===== config.mk =====
export PLATFORM = sky130hd
export DESIGN_NAME = dram_bank_timing_tracker_flat
export DESIGN_NICKNAME = d
export VERILOG_FILES = /design/src/rtl/dram_bank_timing_tracker_if.sv /design/src/rtl/dram_bank_timing_tracker.sv /design/src/flat_wrapper.sv
export SDC_FILE = /design/constraint.sdc
export NUM_CORES = 2
export LEC_CHECK = 0
export BUFFER_PORTS_ARGS = -buffer_cell sky130_fd_sc_hd__buf_4
export CAP_MARGIN = 20
export CELL_PAD_IN_SITES_DETAIL_PLACEMENT = 1
export CELL_PAD_IN_SITES_GLOBAL_PLACEMENT = 1
export CORE_MARGIN = 5
export CORE_UTILIZATION = 25
export CTS_CLUSTER_DIAMETER = 60
export CTS_CLUSTER_SIZE = 28
export DETAILED_ROUTE_END_ITERATION = 10
export GPL_TIMING_DRIVEN = 0
export PLACE_DENSITY_LB_ADDON = 0.12
export SLEW_MARGIN = 10
export SYNTH_ARGS = -nofsm -noshare
export SYNTH_HDL_FRONTEND = slang
export SYNTH_SLANG_ARGS = --single-unit

===== constraint.sdc =====
create_clock -name clk -period 111.4 [get_ports clk]
set_input_delay 16.71 -clock clk [delete_from_list [all_inputs] [get_ports clk]]
set_output_delay 16.71 -clock clk [all_outputs]
set_load 0.05 [all_outputs]

===== src/rtl/dram_bank_timing_tracker_if.sv =====
// Scheduler-to-tracker bus: the issued command, a candidate command to
// query, and the tracker's legality, bank-status and refresh responses.
interface dram_bank_timing_tracker_if #(
  parameter int BG_WIDTH   = 2,
  parameter int BANK_WIDTH = 2,
  parameter int ROW_WIDTH  = 15
) ();
  logic                  cmd_valid;
  logic [2:0]            cmd_opcode;
  logic [BG_WIDTH-1:0]   cmd_bg;
  logic [BANK_WIDTH-1:0] cmd_bank;
  logic [ROW_WIDTH-1:0]  cmd_row;
  logic [2:0]            chk_opcode;
  logic [BG_WIDTH-1:0]   chk_bg;
  logic [BANK_WIDTH-1:0] chk_bank;
  logic [ROW_WIDTH-1:0]  chk_row;
  logic                  chk_legal;
  logic                  chk_bank_open;
  logic                  chk_row_hit;
  logic                  refresh_due;
  logic                  cmd_illegal;

  modport master (
    output cmd_valid, cmd_opcode, cmd_bg, cmd_bank, cmd_row,
    output chk_opcode, chk_bg, chk_bank, chk_row,
    input  chk_legal, chk_bank_open, chk_row_hit, refresh_due, cmd_illegal
  );

  modport slave (
    input  cmd_valid, cmd_opcode, cmd_bg, cmd_bank, cmd_row,
    input  chk_opcode, chk_bg, chk_bank, chk_row,
    output chk_legal, chk_bank_open, chk_row_hit, refresh_due, cmd_illegal
  );
endinterface


===== src/rtl/dram_bank_timing_tracker.sv =====
// Per-bank open/row state plus intra-bank, inter-bank and refresh timing
// countdowns for the DDR4 scheduler; answers legality queries combinationally.
module dram_bank_timing_tracker #(
  parameter int BG_WIDTH   = 2,
  parameter int BANK_WIDTH = 2,
  parameter int ROW_WIDTH  = 15,
  parameter int T_RC       = 152,
  parameter int T_RAS      = 104,
  parameter int T_RP       = 48,
  parameter int T_RCD      = 48,
  parameter int T_RRD_L    = 12,
  parameter int T_RRD_S    = 8,
  parameter int T_CCD_L    = 16,
  parameter int T_CCD_S    = 8,
  parameter int T_RTP      = 24,
  parameter int T_WTP      = 88,
  parameter int T_RFC      = 1120,
  parameter int T_REFI     = 24960
) (
  input logic clk,
  input logic rst,
  dram_bank_timing_tracker_if.slave bus
);

  function automatic int max2(input int a, input int b);
    return (a > b) ? a : b;
  endfunction

  localparam int IDX_W = BG_WIDTH + BANK_WIDTH;
  localparam int NB    = 1 << IDX_W;
  localparam int NG    = 1 << BG_WIDTH;
  localparam int T_MAX = max2(max2(max2(max2(T_RC, T_RAS), max2(T_RP, T_RCD)),
                                   max2(max2(T_RRD_L, T_RRD_S), max2(T_CCD_L, T_CCD_S))),
                              max2(max2(T_RTP, T_WTP), max2(T_RFC, T_REFI)));
  localparam int CW    = $clog2(T_MAX + 1);
  localparam int RW    = $clog2(T_REFI + 1);

  typedef logic [CW-1:0] cnt_t;

  typedef enum logic [2:0] {
    OP_RD  = 3'd0,
    OP_WR  = 3'd1,
    OP_ACT = 3'd2,
    OP_PRE = 3'd3,
    OP_REF = 3'd4
  } opcode_e;

  logic [NB-1:0]        bank_open, bank_open_n;
  logic [ROW_WIDTH-1:0] open_row [NB];
  logic [ROW_WIDTH-1:0] open_row_n [NB];
  cnt_t                 act_cnt [NB];
  cnt_t                 act_cnt_n [NB];
  cnt_t                 cas_cnt [NB];
  cnt_t                 cas_cnt_n [NB];
  cnt_t                 pre_cnt [NB];
  cnt_t                 pre_cnt_n [NB];
  cnt_t                 rrd_l [NG];
  cnt_t                 rrd_l_n [NG];
  cnt_t                 ccd_l [NG];
  cnt_t                 ccd_l_n [NG];
  cnt_t                 rrd_s, rrd_s_n;
  cnt_t                 ccd_s, ccd_s_n;
  cnt_t                 rfc_cnt, rfc_cnt_n;
  logic [RW-1:0]        refi_cnt, refi_cnt_n;
  logic                 refresh_due_q, refresh_due_n;
  logic                 cmd_illegal_q;
  logic                 all_idle;
  logic                 cmd_accept;
  logic [IDX_W-1:0]     cmd_idx, chk_idx;

  function automatic cnt_t dec(input cnt_t d);
    return (d == '0) ? d : d - cnt_t'(1);
  endfunction

  // A new event can only lengthen an already-running window, never shorten it.
  function automatic cnt_t ld(input cnt_t d, input int t);
    cnt_t tv;
    tv = cnt_t'(t - 1);
    return (d > tv) ? d : tv;
  endfunction

  function automatic logic is_legal(input logic [2:0] op,
                                    input logic [IDX_W-1:0] idx,
                                    input logic [BG_WIDTH-1:0] bg,
                                    input logic [ROW_WIDTH-1:0] row);
    logic ok;
    ok = 1'b0;
    case (op)
      OP_ACT:
        ok = !bank_open[idx] && (act_cnt[idx] == '0) && (rrd_l[bg] == '0) &&
             (rrd_s == '0) && !refresh_due_q;
      OP_RD, OP_WR:
        ok = bank_open[idx] && (open_row[idx] == row) && (cas_cnt[idx] == '0) &&
             (ccd_l[bg] == '0) && (ccd_s == '0);
      OP_PRE:
        ok = bank_open[idx] && (pre_cnt[idx] == '0);
      OP_REF:
        ok = all_idle;
      default:
        ok = 1'b0;
    endcase
    return ok && (rfc_cnt == '0);
  endfunction

  assign cmd_idx = {bus.cmd_bg, bus.cmd_bank};
  assign chk_idx = {bus.chk_bg, bus.chk_bank};

  always_comb begin
    all_idle = (bank_open == '0);
    for (int i = 0; i < NB; i++) begin
      if (act_cnt[i] != '0) all_idle = 1'b0;
    end
  end

  assign cmd_accept = bus.cmd_valid &&
                      is_legal(bus.cmd_opcode, cmd_idx, bus.cmd_bg, bus.cmd_row);

  assign bus.chk_legal     = is_legal(bus.chk_opcode, chk_idx, bus.chk_bg, bus.chk_row);
  assign bus.chk_bank_open = bank_open[chk_idx];
  assign bus.chk_row_hit   = bank_open[chk_idx] && (open_row[chk_idx] == bus.chk_row);
  assign bus.refresh_due   = refresh_due_q;
  assign bus.cmd_illegal   = cmd_illegal_q;

  // Every countdown ages by one; an accepted command then stretches the
  // windows it opens. Rejected commands leave state untouched.
  always_comb begin
    bank_open_n = bank_open;
    for (int i = 0; i < NB; i++) begin
      open_row_n[i] = open_row[i];
      act_cnt_n[i]  = dec(act_cnt[i]);
      cas_cnt_n[i]  = dec(cas_cnt[i]);
      pre_cnt_n[i]  = dec(pre_cnt[i]);
    end
    for (int g = 0; g < NG; g++) begin
      rrd_l_n[g] = dec(rrd_l[g]);
      ccd_l_n[g] = dec(ccd_l[g]);
    end
    rrd_s_n       = dec(rrd_s);
    ccd_s_n       = dec(ccd_s);
    rfc_cnt_n     = dec(rfc_cnt);
    refi_cnt_n    = (refi_cnt == RW'(T_REFI)) ? refi_cnt : refi_cnt + RW'(1);
    refresh_due_n = (refi_cnt_n == RW'(T_REFI));

    if (cmd_accept) begin
      case (bus.cmd_opcode)
        OP_ACT: begin
          act_cnt_n[cmd_idx]  = ld(act_cnt_n[cmd_idx], T_RC);
          cas_cnt_n[cmd_idx]  = ld(cas_cnt_n[cmd_idx], T_RCD);
          pre_cnt_n[cmd_idx]  = ld(pre_cnt_n[cmd_idx], T_RAS);
          rrd_l_n[bus.cmd_bg] = ld(rrd_l_n[bus.cmd_bg], T_RRD_L);
          rrd_s_n             = ld(rrd_s_n, T_RRD_S);
          bank_open_n[cmd_idx] = 1'b1;
          open_row_n[cmd_idx]  = bus.cmd_row;
        end
        OP_RD: begin
          pre_cnt_n[cmd_idx]  = ld(pre_cnt_n[cmd_idx], T_RTP);
          ccd_l_n[bus.cmd_bg] = ld(ccd_l_n[bus.cmd_bg], T_CCD_L);
          ccd_s_n             = ld(ccd_s_n, T_CCD_S);
        end
        OP_WR: begin
          pre_cnt_n[cmd_idx]  = ld(pre_cnt_n[cmd_idx], T_WTP);
          ccd_l_n[bus.cmd_bg] = ld(ccd_l_n[bus.cmd_bg], T_CCD_L);
          ccd_s_n             = ld(ccd_s_n, T_CCD_S);
        end
        OP_PRE: begin
          act_cnt_n[cmd_idx]   = ld(act_cnt_n[cmd_idx], T_RP);
          bank_open_n[cmd_idx] = 1'b0;
        end
        OP_REF: begin
          rfc_cnt_n     = ld(rfc_cnt_n, T_RFC);
          refi_cnt_n    = '0;
          refresh_due_n = 1'b0;
        end
        default: ;
      endcase
    end
  end

  always_ff @(posedge clk or posedge rst) begin
    if (rst) begin
      bank_open     <= '0;
      open_row      <= '{default: '0};
      act_cnt       <= '{default: '0};
      cas_cnt       <= '{default: '0};
      pre_cnt       <= '{default: '0};
      rrd_l         <= '{default: '0};
      ccd_l         <= '{default: '0};
      rrd_s         <= '0;
      ccd_s         <= '0;
      rfc_cnt       <= '0;
      refi_cnt      <= '0;
      refresh_due_q <= 1'b0;
      cmd_illegal_q <= 1'b0;
    end else begin
      bank_open     <= bank_open_n;
      open_row      <= open_row_n;
      act_cnt       <= act_cnt_n;
      cas_cnt       <= cas_cnt_n;
      pre_cnt       <= pre_cnt_n;
      rrd_l         <= rrd_l_n;
      ccd_l         <= ccd_l_n;
      rrd_s         <= rrd_s_n;
      ccd_s         <= ccd_s_n;
      rfc_cnt       <= rfc_cnt_n;
      refi_cnt      <= refi_cnt_n;
      refresh_due_q <= refresh_due_n;
      cmd_illegal_q <= bus.cmd_valid && !cmd_accept;
    end
  end

endmodule


===== src/flat_wrapper.sv =====
// flat-port wrapper written by rule: the top's interface ports become plain ports
module dram_bank_timing_tracker_flat 
#(
  parameter int BG_WIDTH   = 2,
  parameter int BANK_WIDTH = 2,
  parameter int ROW_WIDTH  = 15,
  parameter int T_RC       = 152,
  parameter int T_RAS      = 104,
  parameter int T_RP       = 48,
  parameter int T_RCD      = 48,
  parameter int T_RRD_L    = 12,
  parameter int T_RRD_S    = 8,
  parameter int T_CCD_L    = 16,
  parameter int T_CCD_S    = 8,
  parameter int T_RTP      = 24,
  parameter int T_WTP      = 88,
  parameter int T_RFC      = 1120,
  parameter int T_REFI     = 24960
)
  (clk, rst, bus_cmd_valid, bus_cmd_opcode, bus_cmd_bg, bus_cmd_bank, bus_cmd_row, bus_chk_opcode, bus_chk_bg, bus_chk_bank, bus_chk_row, bus_chk_legal, bus_chk_bank_open, bus_chk_row_hit, bus_refresh_due, bus_cmd_illegal);
  dram_bank_timing_tracker_if #(.BG_WIDTH(BG_WIDTH), .BANK_WIDTH(BANK_WIDTH), .ROW_WIDTH(ROW_WIDTH)) bus_i ();
  input logic clk;
  input logic rst;
  input wire logic [$bits(bus_i.cmd_valid)-1:0] bus_cmd_valid;
  input wire logic [$bits(bus_i.cmd_opcode)-1:0] bus_cmd_opcode;
  input wire logic [$bits(bus_i.cmd_bg)-1:0] bus_cmd_bg;
  input wire logic [$bits(bus_i.cmd_bank)-1:0] bus_cmd_bank;
  input wire logic [$bits(bus_i.cmd_row)-1:0] bus_cmd_row;
  input wire logic [$bits(bus_i.chk_opcode)-1:0] bus_chk_opcode;
  input wire logic [$bits(bus_i.chk_bg)-1:0] bus_chk_bg;
  input wire logic [$bits(bus_i.chk_bank)-1:0] bus_chk_bank;
  input wire logic [$bits(bus_i.chk_row)-1:0] bus_chk_row;
  output wire logic [$bits(bus_i.chk_legal)-1:0] bus_chk_legal;
  output wire logic [$bits(bus_i.chk_bank_open)-1:0] bus_chk_bank_open;
  output wire logic [$bits(bus_i.chk_row_hit)-1:0] bus_chk_row_hit;
  output wire logic [$bits(bus_i.refresh_due)-1:0] bus_refresh_due;
  output wire logic [$bits(bus_i.cmd_illegal)-1:0] bus_cmd_illegal;
  assign bus_i.cmd_valid = bus_cmd_valid;
  assign bus_i.cmd_opcode = bus_cmd_opcode;
  assign bus_i.cmd_bg = bus_cmd_bg;
  assign bus_i.cmd_bank = bus_cmd_bank;
  assign bus_i.cmd_row = bus_cmd_row;
  assign bus_i.chk_opcode = bus_chk_opcode;
  assign bus_i.chk_bg = bus_chk_bg;
  assign bus_i.chk_bank = bus_chk_bank;
  assign bus_i.chk_row = bus_chk_row;
  assign bus_chk_legal = bus_i.chk_legal;
  assign bus_chk_bank_open = bus_i.chk_bank_open;
  assign bus_chk_row_hit = bus_i.chk_row_hit;
  assign bus_refresh_due = bus_i.refresh_due;
  assign bus_cmd_illegal = bus_i.cmd_illegal;
  dram_bank_timing_tracker #(.BG_WIDTH(BG_WIDTH), .BANK_WIDTH(BANK_WIDTH), .ROW_WIDTH(ROW_WIDTH), .T_RC(T_RC), .T_RAS(T_RAS), .T_RP(T_RP), .T_RCD(T_RCD), .T_RRD_L(T_RRD_L), .T_RRD_S(T_RRD_S), .T_CCD_L(T_CCD_L), .T_CCD_S(T_CCD_S), .T_RTP(T_RTP), .T_WTP(T_WTP), .T_RFC(T_RFC), .T_REFI(T_REFI)) u_core (.clk(clk), .rst(rst), .bus(bus_i));
endmodule

======== After elaboration in Yosys (flattened, before gate mapping) ========
Index checks and enable logic that the tools add are counted.
word-level totals
  output and inout bits ................... 5
  word-level logic and storage cells ...... 480
  bits of input ports ..................... 47
  register bits after elaboration ......... 1158
cells by class
  reduce and logical (&&, ||, !) cells .... 122
  multiplexer cells ....................... 180
  bitwise logic cells ..................... 7
  add/sub/neg operators ................... 60
  order comparisons ....................... 20
  equal/unequal tests ..................... 12
operator list
  operator               number
  $mux 15                115
  $bwmux 240             7
  $logic_not 15->1       69
  $mux 240               4
  $sub 15x1->15 const B  59
  $pmux 240 s3           1
  $bmux 15 s4            11
  $pmux 240 s2           1
  $mux 60                4
  $reduce_bool 15->1     16
  $bmux 15 s2            6
  $bwmux 60              2
  $demux 15 s4           1
  $pmux 16 s2            1
  $demux 15 s2           1
  $eq 15x15->1           2
  $eq 15x15->1 const B   2
  $gt 15x3->1 const B    2
  $gt 15x4->1 const B    2
  $gt 15x6->1 const B    2
  $gt 15x7->1 const B    2
  $logic_and 1x1->1      25
  $mux 1                 21
  $and 16x16->16         1
  other kinds (26)       44

======== Logic depth before layout (Yosys ltp) ========
  depth after elaboration ................. 22
  mapped depth ............................ 18
  depth with buffers taken out ............ 13

======== Worst setup path before layout ========
No wires, ideal clock.
  path kind ............................... in2out
  from .................................... input bus_chk_bank[0]
  to ...................................... output bus_chk_legal
  path buffers ............................ 3
  arrival time ............................ 21.301 ns
  stages .................................. 12
  setup slack ............................. 73.389 ns
  data required time ...................... 94.690 ns
  cell sequence ........................... clkbuf_1 -> buf_1 -> clkbuf_1 -> mux4_2 -> mux2i_1 -> nand2_1 -> o21a_1 -> nand4_1 -> nor4_1 -> a31oi_1 -> o21ai_0 -> and3_1
on the way
  elaborated cells on any way between the ends .. 31
  those cells by class .................... eq/ne: 1; mux: 15; bitwise: 1; reduce/logical: 14
RTL lines
  item                            line                             source
  from (decl)                     flat_wrapper.sv:31               input wire logic [$bits(bus_i.chk_bank)-1:0] bus_chk_bank;
  $bmux 1 s4                      n/a
  $mux 1                          n/a
  named net bus_chk_bank_open     flat_wrapper.sv:34               output wire logic [$bits(bus_i.chk_bank_open)-1:0] bus_chk_bank_open;
  $logic_and 1x1->1               dram_bank_timing_tracker.sv:93   ok = bank_open[idx] && (open_row[idx] == row) && (cas_cnt[idx] == '0) &&
  named net bus_chk_row_hit       flat_wrapper.sv:35               output wire logic [$bits(bus_i.chk_row_hit)-1:0] bus_chk_row_hit;
  $logic_and 1x1->1 (2 in a row)  dram_bank_timing_tracker.sv:93
  $logic_and 1x1->1               dram_bank_timing_tracker.sv:94   (ccd_l[bg] == '0) && (ccd_s == '0);
  $pmux 1 s4                      dram_bank_timing_tracker.sv:88   case (op)
  $logic_and 1x1->1               dram_bank_timing_tracker.sv:102  return ok && (rfc_cnt == '0);
  to (decl)                       flat_wrapper.sv:33               output wire logic [$bits(bus_i.chk_legal)-1:0] bus_chk_legal;
The timed path passes the listed nets, and every way through them passes these cells. The select of a mux whose other input is x is not followed.

======== Worst setup path in the final report ========
  from .................................... input bus_chk_bg[0]
  to ...................................... output bus_chk_legal
on the way
  word-level cells in the longest chain between the ends .. 11
  elaborated cells on any way between the ends .. 40
  those cells by class .................... eq/ne: 1; mux: 21; bitwise: 2; reduce/logical: 16
ends and longest elaborated chain
  item                                                      line                                                                                            source
  from (decl)                                               flat_wrapper.sv:30                                                                              input wire logic [$bits(bus_i.chk_bg)-1:0] bus_chk_bg;
  $not 4->5 (not written as such)                           dram_bank_timing_tracker.sv:90, dram_bank_timing_tracker.sv:93, dram_bank_timing_tracker.sv:96
  $bmux 15 s4, on equally long branches                     dram_bank_timing_tracker.sv:93, dram_bank_timing_tracker.sv:90
  $mux 15, on equally long branches (2 in a row)            dram_bank_timing_tracker.sv:93, dram_bank_timing_tracker.sv:90
  $eq 15x15->1 / $logic_not 15->1 (equally long branches)   dram_bank_timing_tracker.sv:93, dram_bank_timing_tracker.sv:90
  $logic_and 1x1->1, on equally long branches (3 in a row)  dram_bank_timing_tracker.sv:93, dram_bank_timing_tracker.sv:90
  $logic_and 1x1->1, on equally long branches               dram_bank_timing_tracker.sv:94, dram_bank_timing_tracker.sv:91
  $pmux 1 s4 *                                              dram_bank_timing_tracker.sv:88
  $logic_and 1x1->1 *                                       dram_bank_timing_tracker.sv:102
Mark *: on every way between the ends. The rest lies on a longest branch, timed or not. The select of a mux whose other input is x is not followed.

==> flow_summary_export.csv <==
group,metric,value,unit
yosys,yosys.area_share.xor_xnor,5.68,%
finish,layout-drive-gt1-share,16.1,%
timing,fmax,25.2,MHz
worst_setup_path,crit_fanout,10,
grt,grt_overflow,0,
drt,ant_nets,0,
cts,cts-resized-gates,0,
pwr,p_leak,37.6,nW
yosys,yosysUniqueCellTypes,89,
drt,vias,68400,
drt,wl_per_cell,34.7,um
yosys,yosysMostFrequentCell,"dfrtp_1",
yosys,syn_area_per_cell,9.54,um^2
min_path,hold_class,"reg -> reg",
worst_setup_path,path_cells,"buf_4 > clkbuf_1 > buf_2 > clkbuf_1 > nor2_1 > nor2_1 > o21a_1 > nand4_1 > nor4_2 > buf_4 > a31oi_1 > o21ai_0 > and3_1 > buf_4",
worst_setup_path,rr_endpoint,"u_core.pre_cnt[106]",
flow_run,drv_cap,0,
cts,h-tree-depth,4,
drt,route.detailed.drc,0,
grt,grt_first_pass_wirelength,562000,um
pwr,seqPwrFrac,37.9,%
worst_setup_path,worstPathRequired,94.69,ns
timing,finalHoldViolations,0,
yosys,synthesis.area,0.0716,mm^2
yosys,ys_seq_area_share,40.5,%
timing,fin_crit,39.73,ns
cts,cts.clk_slew.worst_paths,0.05,ns
worst_setup_path,cp-start-kind,"primary input",
yosys,synth_top_area_share,40.5,%
yosys,ys_ff_latch,1158,
cts,clk_latency,0.89,ns
worst_setup_path,worstSetupPathType,"in -> out",
die,initial_core_util,25.1,%
cts,cts_setup_buffers,0,
drt,viasPerCell,5.81,
worst_setup_path,critPathBufInv,6,
worst_setup_path,end_kind,"output pin",
placement,port_buffers,40,
finish,fin_nets,7968,
placement,hpwl,316000,um
timing,rsz0062_at_grt,"false",
die,core_area,0.285,mm^2
cts,clockBufferDepth,4,
pwr,p_clk_share,53.7,%
pwr,p_sw_share,28.8,%
timing,slew_viol_final,0,
cts,cts_inserted_buffers,175,
yosys,synth-compound-area-share,15.6,%
cts,ctsHoldBuffers,0,
yosys,yosys.area_share.simple,20.8,%
pwr,intPower,0.000790,W
yosys,synth_mux_area_share,13.1,%
yosys,ys_async_sr_fraction,100,%
worst_setup_path,setup.worst_path.start,"bus_chk_bg[0]",
die,core.rowCount,196,
grt,grt_use_total,26.7,%
worst_setup_path,rrSetupSlack,103.58,ns
run_status,status,"finished, final reports clean",
yosys,ys_top_cells_by_area,"dfrtp_1, mux4_2, mux2_2",
grt,grt_max_degree,109,
worst_setup_path,cp.arrival,23.02,ns
worst_setup_path,slowest_delay,0.98,ns
yosys,ys_warn_count,0,
worst_setup_path,rr_worst_depth,13,
yosys,yosys.area_share.adder,1.09,%
yosys,yosysTopAreaCell,"dfrtp_1",
timing,fin_skew,0.0788,ns
yosys,synthTopCellsByCount,"dfrtp_1, nor2_1, nand2_1",
die,die_area,0.297,mm^2
timing,setup_ws,71.67,ns
pwr,p_per_area,13.1,mW/mm^2
worst_setup_path,crit_family,"buffers and inverters",
pwr,switchingPower,0.000320,W
timing,maxSlewHeadroom,13.2,%
cts,cts.sinks,1158,
finish,syn_to_final_growth,18.9,%
cts,cts_tree,"built",
grt,grt_antenna_before_repair,46,
die,die_x,545,um
die,die_y,545,um
cts,clock-root-buffer,"clkbuf_16",
timing,tightestPinTransition,1.30,ns
yosys,syn_inst,7505,
yosys,synth_ff_type,"dfrtp_1",
yosys,synth_edf_count,0,
worst_setup_path,reg2reg_from,"u_core.cas_cnt[153]",
worst_setup_path,crit_end,"bus_chk_legal",
timing,period_share,35.7,%
placement,gp_congestion,0.991,
placement,dp_slack,71.69,ns
grt,grt_pass1_vias,68200,
die,ios,52,
worst_setup_path,cp_slowest_cell,"clkbuf_1",
yosys,synth_top_family_by_area,"simple AND/OR/NAND/NOR gates",
worst_setup_path,cp.depth,14,
worst_setup_path,path_common_cell,"buf_4",
timing,setup_viol,0,
yosys,syn_nets,7613,
pwr,irDropWorstVdd,0.0110,mV
pwr,pwr-share-comb,8.5,%
drt,drtPass1Iterations,6,
timing,tns,0,ns
drt,routed_wl,409000,um
drt,first_iter_violations,6869,
## cells by family after synthesis
| family | count (synthesis) |
|---|---|
| adder cells (fa/ha/maj) | 63 |
| AND/OR/NAND/NOR | 2848 |
| XOR/XNOR | 464 |
| flip-flops | 1158 |
| multiplexers | 687 |
| buffers and inverters | 611 |
| AO/OA/AOI/OAI | 1674 |
## stage by stage
| stage | power, W | hold WS, ns | utilization [%] | area (um^2) | cells |
|---|---|---|---|---|---|
| 6_report | 0.00111 | 0.471 | 29.9 | 85100 | 11800 |
| 5_1_grt | 0.00114 | 0.498 | 29.9 | 85100 | 11800 |
| 4_1_cts | 0.00112 | 0.469 | 29.8 | 85000 | 11800 |
| 3_5_place_dp | 0.000520 | 0.452 | 27.7 | 79000 | 11400 |
| 3_3_place_gp | 0.000515 | 0.457 | 26.9 | 76600 | 11300 |
| 2_1_floorplan | 0.000465 | 0.433 | - | 71600 | 7505 |
## worst reg2reg max path: stages (launching register included)
cell	delay (ns)
dfrtp_1	0.42
nor4_1	0.93
nor4b_1	0.89
a41oi_1	0.27
o41ai_2	0.86
nand3_1	0.20
nor4_1	0.31
nand4_1	0.52
o211a_1	0.43
nor2_1	0.42
buf_4	0.30
clkbuf_1	0.83
buf_1	0.85
a31oi_1	0.38
## worst min-delay path by stage
stage                          startpoint  depth (start not counted)               to  slack [ns]
after floorplan           u_core.ccd_s[9]                          1  u_core.ccd_s[9]        0.43
after CTS                 u_core.ccd_s[9]                          1  u_core.ccd_s[9]        0.47
after detailed placement  u_core.ccd_s[9]                          1  u_core.ccd_s[9]        0.45
after global routing      u_core.ccd_s[9]                          1  u_core.ccd_s[9]        0.50
final                     u_core.ccd_s[9]                          1  u_core.ccd_s[9]        0.47
after global placement    u_core.ccd_s[9]                          1  u_core.ccd_s[9]        0.46
## placed cells by master, fill, tap and decap left out, types with 50 or more instances in the layout
cell type / synthesis / routed
dfrtp_1: 1158 / 1158
nor2_1: 650 / 635
nand2_1: 544 / 544
o21ai_0: 402 / 402
nor3_1: 358 / 354
a21oi_1: 342 / 341
mux2_2: 327 / 327
xnor2_1: 294 / 294
clkbuf_1: 312 / 261
nor4_1: 251 / 237
inv_1: 235 / 234
mux2i_1: 193 / 192
nand3_1: 179 / 179
clkbuf_16: 0 / 176
xor2_1: 170 / 170
mux4_2: 167 / 167
or3_1: 152 / 152
or4_1: 150 / 150
nand4_1: 109 / 109
a31oi_1: 88 / 86
o31ai_1: 79 / 79
clkbuf_2: 0 / 71
or2_2: 67 / 67
o211ai_1: 65 / 65
a22oi_1: 62 / 62
ha_1: 61 / 61
buf_4: 0 / 59
nand2b_1: 57 / 57
buf_2: 18 / 55
and2_1: 54 / 54
o22ai_1: 54 / 54
a21o_1: 53 / 53
o31a_1: 50 / 50
## state kept, by name, summed over array words and instances, names as in the netlist, 60 cells and up, named ones only
| register | count |
|---|---|
| u_core.act_cnt | 240 |
| u_core.cas_cnt | 240 |
| u_core.open_row | 240 |
| u_core.pre_cnt | 240 |
| u_core.ccd_l | 60 |
| u_core.rrd_l | 60 |
## layout make-up
type | instances | area, um^2
fillers | 32500 | 200000
multi-input cells | 5736 | 40600
flip-flops and latches | 1158 | 29000
well taps | 3762 | 4710
clock buffers | 205 | 4650
repair buffers | 178 | 2360
plain buffers | 373 | 1540
clock inverters | 115 | 1380
inverters | 238 | 901
diodes | 12 | 30.0
## metal layers
metal	GRT usage (%)	vias up	wire (um)
met5	0	-	103
met4	14.1	14	25500
met3	5.01	835	28400
met2	40.9	2708	178000
met1	35.7	35800	177000
li1	-	29100	-
## power groups by stage
stage	Clock [W]	Combinational (W)	Sequential, W
finish	0.000596	0.0000940	0.000421
floorplan	0	0.0000353	0.000429
global route	0.000625	0.0000948	0.000420
detailed placement	0	0.0000921	0.000428
CTS	0.000609	0.0000923	0.000421
global placement	0	0.0000852	0.000430
(Power assumes the default switching activity.)
